===== src/rtl/axis_stream_processor_pipe.sv =====
// axis_stream_processor_pipe
//   Inline AXI-Stream beat processor. Each accepted beat is transformed
//   (pass, byte reverse, add constant, XOR mask) and pushed into an output
//   FIFO that decouples upstream from downstream backpressure. Mode and
//   constant are latched at packet start so a packet is processed uniformly.
//
// Ports:
//   aclk, areset          clock, synchronous active-high reset
//   s_axis_*              upstream slave stream (tdata/tkeep/tvalid/tlast/tready)
//   m_axis_*              downstream master stream, driven from the FIFO head
//   mode                  0 pass, 1 byte reverse, 2 add, 3 XOR, others pass
//   constant_value        addend (mode 2) or XOR mask (mode 3)
//   fifo_level            current FIFO occupancy
//   beat_count            output beats transferred (wraps)
//   pkt_count             output packets transferred (wraps)
module axis_stream_processor_pipe #(
  parameter int unsigned TDATA_WIDTH = 32,
  parameter int unsigned MODE_WIDTH  = 2,
  parameter int unsigned FIFO_DEPTH  = 4,
  parameter int unsigned CNT_WIDTH   = 16
) (
  input  logic                          aclk,
  input  logic                          areset,
  input  logic [TDATA_WIDTH-1:0]        s_axis_tdata,
  input  logic [TDATA_WIDTH/8-1:0]      s_axis_tkeep,
  input  logic                          s_axis_tvalid,
  input  logic                          s_axis_tlast,
  output logic                          s_axis_tready,
  output logic [TDATA_WIDTH-1:0]        m_axis_tdata,
  output logic [TDATA_WIDTH/8-1:0]      m_axis_tkeep,
  output logic                          m_axis_tvalid,
  output logic                          m_axis_tlast,
  input  logic                          m_axis_tready,
  input  logic [MODE_WIDTH-1:0]         mode,
  input  logic [TDATA_WIDTH-1:0]        constant_value,
  output logic [$clog2(FIFO_DEPTH):0]   fifo_level,
  output logic [CNT_WIDTH-1:0]          beat_count,
  output logic [CNT_WIDTH-1:0]          pkt_count
);

  localparam int unsigned KeepW = TDATA_WIDTH / 8;
  localparam int unsigned AddrW = $clog2(FIFO_DEPTH);
  localparam int unsigned LvlW  = AddrW + 1;

  typedef enum logic [0:0] {StIdle, StInPkt} state_e;

  state_e                  r_state;
  state_e                  w_state_next;
  logic                    w_latch;
  logic [MODE_WIDTH-1:0]   r_mode;
  logic [TDATA_WIDTH-1:0]  r_const;
  logic                    r_areset_q;

  logic [TDATA_WIDTH-1:0]  r_data [FIFO_DEPTH];
  logic [KeepW-1:0]        r_keep [FIFO_DEPTH];
  logic                    r_last [FIFO_DEPTH];
  logic [AddrW-1:0]        r_wptr;
  logic [AddrW-1:0]        r_rptr;
  logic [LvlW-1:0]         r_level;
  logic [CNT_WIDTH-1:0]    r_beat_cnt;
  logic [CNT_WIDTH-1:0]    r_pkt_cnt;

  logic                    w_push;
  logic                    w_pop;
  logic                    w_empty;
  logic [MODE_WIDTH-1:0]   w_eff_mode;
  logic [TDATA_WIDTH-1:0]  w_eff_const;
  logic [TDATA_WIDTH-1:0]  w_rev_data;
  logic [KeepW-1:0]        w_rev_keep;
  logic [TDATA_WIDTH-1:0]  w_data;
  logic [KeepW-1:0]        w_keep;

  // Handshakes. tready depends only on registered state (plus the reset input),
  // never on m_axis_tready.
  assign w_empty       = (r_level == '0);
  assign s_axis_tready = !areset && !r_areset_q && (r_level < LvlW'(FIFO_DEPTH));
  assign w_push        = s_axis_tvalid && s_axis_tready;
  assign w_pop         = m_axis_tvalid && m_axis_tready;

  // Packet start beats use the live controls; later beats use the latched ones.
  assign w_eff_mode  = (r_state == StIdle) ? mode : r_mode;
  assign w_eff_const = (r_state == StIdle) ? constant_value : r_const;

  always_comb begin
    w_rev_data = '0;
    w_rev_keep = '0;
    for (int i = 0; i < KeepW; i++) begin
      w_rev_data[8*i +: 8] = s_axis_tdata[8*(KeepW-1-i) +: 8];
      w_rev_keep[i]        = s_axis_tkeep[KeepW-1-i];
    end
  end

  always_comb begin
    w_data = s_axis_tdata;
    w_keep = s_axis_tkeep;
    if (w_eff_mode == MODE_WIDTH'(1)) begin
      w_data = w_rev_data;
      w_keep = w_rev_keep;
    end else if (w_eff_mode == MODE_WIDTH'(2)) begin
      w_data = s_axis_tdata + w_eff_const;
    end else if (w_eff_mode == MODE_WIDTH'(3)) begin
      w_data = s_axis_tdata ^ w_eff_const;
    end
  end

  // Mode latching FSM.
  always_ff @(posedge aclk) begin
    if (areset) begin
      r_state <= StIdle;
    end else begin
      r_state <= w_state_next;
    end
  end

  always_comb begin
    w_state_next = r_state;
    w_latch      = 1'b0;
    unique case (r_state)
      StIdle: begin
        if (w_push && !s_axis_tlast) begin
          w_state_next = StInPkt;
          w_latch      = 1'b1;
        end
      end
      StInPkt: begin
        if (w_push && s_axis_tlast) begin
          w_state_next = StIdle;
        end
      end
      default: w_state_next = StIdle;
    endcase
  end

  always_ff @(posedge aclk) begin
    if (areset) begin
      r_mode  <= '0;
      r_const <= '0;
    end else if (w_latch) begin
      r_mode  <= mode;
      r_const <= constant_value;
    end
  end

  always_ff @(posedge aclk) begin
    r_areset_q <= areset;
  end

  // FIFO storage needs no reset; the head is masked while empty.
  always_ff @(posedge aclk) begin
    if (w_push) begin
      r_data[r_wptr] <= w_data;
      r_keep[r_wptr] <= w_keep;
      r_last[r_wptr] <= s_axis_tlast;
    end
  end

  always_ff @(posedge aclk) begin
    if (areset) begin
      r_wptr  <= '0;
      r_rptr  <= '0;
      r_level <= '0;
    end else begin
      if (w_push) begin
        r_wptr <= r_wptr + AddrW'(1);
      end
      if (w_pop) begin
        r_rptr <= r_rptr + AddrW'(1);
      end
      if (w_push && !w_pop) begin
        r_level <= r_level + LvlW'(1);
      end else if (!w_push && w_pop) begin
        r_level <= r_level - LvlW'(1);
      end
    end
  end

  always_ff @(posedge aclk) begin
    if (areset) begin
      r_beat_cnt <= '0;
      r_pkt_cnt  <= '0;
    end else if (w_pop) begin
      r_beat_cnt <= r_beat_cnt + CNT_WIDTH'(1);
      if (m_axis_tlast) begin
        r_pkt_cnt <= r_pkt_cnt + CNT_WIDTH'(1);
      end
    end
  end

  assign m_axis_tvalid = !w_empty;
  assign m_axis_tdata  = w_empty ? '0 : r_data[r_rptr];
  assign m_axis_tkeep  = w_empty ? '0 : r_keep[r_rptr];
  assign m_axis_tlast  = w_empty ? 1'b0 : r_last[r_rptr];
  assign fifo_level    = r_level;
  assign beat_count    = r_beat_cnt;
  assign pkt_count     = r_pkt_cnt;

endmodule


===== config.mk =====
export PLATFORM = sky130hd
export DESIGN_NAME = axis_stream_processor_pipe
export DESIGN_NICKNAME = d
export VERILOG_FILES = /design/src/rtl/axis_stream_processor_pipe.sv
export SDC_FILE = /design/constraint.sdc
export NUM_CORES = 1
export LEC_CHECK = 0
export CORE_MARGIN = 2
export CORE_UTILIZATION = 46
export DETAILED_ROUTE_END_ITERATION = 6
export HOLD_SLACK_MARGIN = 0.06
export PLACE_DENSITY = 0.79
export SYNTH_ARGS = -nofsm -noshare
export SYNTH_HDL_FRONTEND = slang
export SYNTH_SLANG_ARGS = --single-unit

===== constraint.sdc =====
create_clock -name aclk -period 3.62 [get_ports aclk]
set_input_delay 0.724 -clock aclk [delete_from_list [all_inputs] [get_ports aclk]]
set_output_delay 0.724 -clock aclk [all_outputs]
set_load 0.01 [all_outputs]

# Word level (Yosys, flattened, before mapping)
# Memory sizes are Yosys's and may differ from the RTL's. A register that Yosys moved wholly into a read port is not among the register bits.
# Cells that the tools add are included.
# totals
ff_bits	75
mem_bits_rw	148
inputBits	75
out_inout_bits	74
elab_cells	65
n_memories	3
# classes
n_addsub	7
n_lt_le_gt_ge	1
n_eq_ne	3
muxes	23
n_bitwise	2
n_reduce_logical	17
# memory_table
memory	depth	word_bits	read_ports	rd_clocked_by_memory_dff	write_ports	line_no	text
r_data	4	32	1	1	1	54	logic [TDATA_WIDTH-1:0] r_data [FIFO_DEPTH];
r_keep	4	4	1	1	1	55	logic [KeepW-1:0] r_keep [FIFO_DEPTH];
r_last	4	1	1	1	1	56	logic r_last [FIFO_DEPTH];
# ops
op	count
32-bit 2-to-1 mux	5
16-bit by 1-bit adder with 16-bit output, second input constant	2
32-bit adder	1
32-bit XOR	1
2-bit 2-to-1 mux	7
1-bit logical AND	8
4-bit 2-to-1 mux	2
1-bit logical NOT	6
1-bit 2-to-1 mux	6
3-bit 2-to-1 mux	2
2-bit by 1-bit adder with 2-bit output, second input constant	2
2-bit equality test, second input constant	2
3-bit by 1-bit adder with 3-bit output, second input constant	1
3-bit logical NOT	1
3-bit < comparator, second input constant	1
3-bit by 1-bit subtractor with 3-bit output, second input constant	1
2-bit by 1-bit equality test with 1-bit output, second input constant	1
1-bit case mux with 2 select lines	1
2-bit AND reduction	1
2-bit nonzero test	1
1-bit inverter	1

# Longest topological paths before layout
# depth
ltp_word	8
ltp_mapped	14
mapped_depth_nobuf	12

# Worst setup path before layout
# No wires, ideal clock.
# synth_path
kind	register -> register
startpoint	register (tool-made name)
endpoint	memory r_data[0][26] (data pin)
setup_time_ns	0.264
t_arrival_ns	3.591
required_time_ns	3.356
path_slack_ns	-0.236
stages_incl_launch_ff	14
n_path_buf	2
period_less_slack_ns	3.856
cell_sequence	dfxtp_1 clkbuf_1 clkbuf_1 mux2_2 ha_1 a21o_1 a2111oi_4 o21ai_2 a311oi_4 o211ai_2 a21oi_2 o21ai_1 or3_1 and3_1
# synth_lines
element	line_no
end: declaration	54

# Worst setup path in the final report
# layout_path
startpoint	input port s_axis_tdata[0]
endpoint	memory r_data[2][26] (data pin)
# layout_via
elab_chain_cells	3
# layout_rtl
element	line_no	text
start: declaration	24	input logic [TDATA_WIDTH-1:0] s_axis_tdata,
32-bit adder	100	w_data = s_axis_tdata + w_eff_const;
32-bit 2-to-1 mux	99	end else if (w_eff_mode == MODE_WIDTH'(2)) begin
32-bit 2-to-1 mux	96	if (w_eff_mode == MODE_WIDTH'(1)) begin
net w_data[26]	70	logic [TDATA_WIDTH-1:0] w_data;
# The timed path passes the listed nets, and every way through them passes these cells.

==> results.toml <==
[outcome]
outcome = "finished clean"

[grt]
grt.overflow.total = 0
first_global_vias = 8352
grt_max_degree = 77
grt_pass1_wl_um = 45900
grt_antenna_before_repair = 0
grtUsageTotal = 0.221

[layout]
syn_to_final_growth_pct = 30.2
finalNetCount = 1378
final_cell_mix = "nand2_1 (175), edfxtp_1 (148), clkdlybuf4s50_1 (145)"
final_common_cell = "nand2_1"
diodes = 0
layout-drive-gt1-share = 0.196
stdcell_area_um2 = 14900
fillCellCount = 1968
final_cells = 1602

[route]
wl_met1_um = 13000
dr.pass1.iters = 5
drc_errors = 0
vias = 8724
wl_met2_um = 13300
antenna_left = 0
vias_per_cell = 5.45
first_iter_violations = 727
wl_per_cell_um = 18.1
routed-wl-met3_um = 1860
routed_wl_um = 29000
top_layer = "met4"

[floorplan]
die_width_um = 162
core_um2 = 24400
die_area_um2 = 26200
pin_count = 149
rows = 57
die_h_um = 162
start_util = 0.469

[worst_hold_path]
hp-start = "r_const[20]"
holdPathEnd = "r_const[20]"
hold_depth = 2
hp-class = "flip-flop to flip-flop"

[logic_synthesis]
synth_top_area_share = 0.388
synth_edf_count = 148
synth_flop_cell = "edfxtp_1"
ys_seq_area_frac = 0.523
synth.cell_area_um2 = 11400
synth_area_leaders = "edfxtp_1 (39%), dfxtp_1 (13%), mux4_2 (7.3%)"
synth_top_cell_by_area = "edfxtp_1"
synth_cell_type_count = 51
ys_ff_latch = 225
yosys_warnings = 0
synth_fp_nets = 1151
syn_area_per_cell_um2 = 11.0
synth_cells = 1036
synthArstFlopShare = 0

[setup_path]
worstSetupPathType = "input port to flip-flop"
worstPathMaxFanout = 4
critPathArrivalTime_ns = 3.73
worstSetupEndpointType = "flip-flop"
r2r-end = "r_data[0][29]"
critical_path.startpoint_type = "input port"
reg2reg_slack_ns = 0.18
reg2reg_depth = 14
required_ns = 3.87

[placement]
hpwlAfterDp_um = 20600
port_buffers = 148
place_congestion = 0.958
dp_slack_ns = -0.682
place_inst = 1559
postPlaceCellArea_um2 = 14000

[timing]
max_freq_mhz = 287
fin_skew_ns = 0.0196
setup_viol = 0
whs_ns = 0.451
min_period_ns = 3.48
worst_slew_pin_slew_ns = 0.814
slew_headroom = 0.457
worst_slack_ns = 0.138
hold_viol = 0
fin_crit_sh = 0.962
rsz0062_at_grt = "false"
slew_viol_final = 0

[clock_network]
numCtsBuffers = 23
htreeDepth = 1
clock-sinks = 225
clk_pin_slew_ns = 0.06
clockBufferDepth = 3
holdBufCountCts = 0
cts_tree = "done"
cts_root_buf = "clkbuf_16"
clock_latency_ns = 0.51

[run]
cap_violations = 0

[power]
leakage_nw = 5.43
peakVddDrop_uv = 382
finalPower_mw = 8.40
powerDensity_nw_per_um2 = 564
-- critical path, stage by stage --
cell and delay (ns):
clkdlybuf4s50_1 0.49, ha_4 0.21, fa_2 0.35, a21o_1 0.20
a2111oi_4 0.31, o21ai_2 0.12, a311oi_4 0.33, o211ai_2 0.17
a21oi_2 0.25, o21ai_2 0.10, or3_1 0.30, and3_4 0.18
-- logic make-up (layout without fill, tap and decap cells) --
| family | count (synthesis) | in the layout | synth area share |
|---|---|---|---|
| XOR/XNOR | 55 | 55 | 0.0421 |
| multiplexers | 82 | 82 | 0.116 |
| flip-flops | 225 | 225 | 0.523 |
| AO/OA/AOI/OAI | 182 | 182 | 0.0984 |
| adder cells (fa/ha/maj) | 40 | 40 | 0.0450 |
| buffers and inverters | 72 | 314 | 0.0243 |
| AND/OR/NAND/NOR | 380 | 380 | 0.151 |
-- worst max-delay path by stage --
stage / start / to / slack, ns
detailed placement: constant_value[0] / r_data[2][24] / -0.68
finish: s_axis_tdata[0] / r_data[2][26] / 0.14
CTS: flip-flop / r_data[2][31] / 0.01
floorplan: constant_value[0] / r_data[0][26] / 0.01
global placement: constant_value[0] / r_data[0][26] / -0.60
global route: flip-flop / r_data[3][28] / 0.006
-- area by class of cell --
class	instances	area [um2]	share of cell area
clock buffers	24	579	0.0389
clock inverters	16	214	0.0144
inverters	9	33.8	0.00227
multi-input cells	739	5270	0.354
flip-flops and latches	225	5990	0.402
well taps	324	405	0.0272
repair buffers	265	2410	0.162
-- registers in the layout, summed over array words and instances (netlist names), named ones only --
register / count
fifo_level: 3
r_areset_q: 1
r_keep: 16
pkt_count: 16
r_mode: 2
r_data: 128
r_last: 4
r_wptr: 2
r_const: 32
beat_count: 16
r_rptr: 2
-- repair_timing --
action,4_1_cts,5_1_grt
setup endpoints to repair,24,48
pin swaps,8,5
gates resized for setup,8,9
setup buffers,2,1
-- stage by stage --
stage | TNS (ns) | utilization
2_1_floorplan | 0 | -
3_3_place_gp | -26.36 | 0.575
3_5_place_dp | -30.60 | 0.575
4_1_cts | 0 | 0.609
5_1_grt | 0 | 0.611
6_report | 0 | 0.611
-- layer usage --
metal | GRT usage | up-vias
met5 | 0 | -
li1 | - | 4207
met2 | 0.352 | 307
met3 | 0.0291 | 52
met1 | 0.317 | 4158
met4 | 0.0692 | 0
-- report_power, final --
part	total, mW	internal, mW	switching, mW
Combinational	2.92	1.54	1.38
Sequential	2.98	2.91	0.0617
Clock	2.50	1.52	0.984
-- Yosys cell counts, types with 9 or more instances --
cell	number
a31oi_1	26
o21ai_0	28
edfxtp_1	148
xnor2_1	24
mux4_2	37
nor2_1	75
mux2_2	37
dfxtp_1	77
nand3_1	19
ha_1	38
nor3_1	9
or3_1	9
inv_1	9
nand2_1	175
nand4_1	15
xor2_1	31
and2_1	42
a21oi_1	77
clkbuf_1	53
a21o_1	19
and3_1	23
Note: power is estimated with default switching activity, not from simulation.
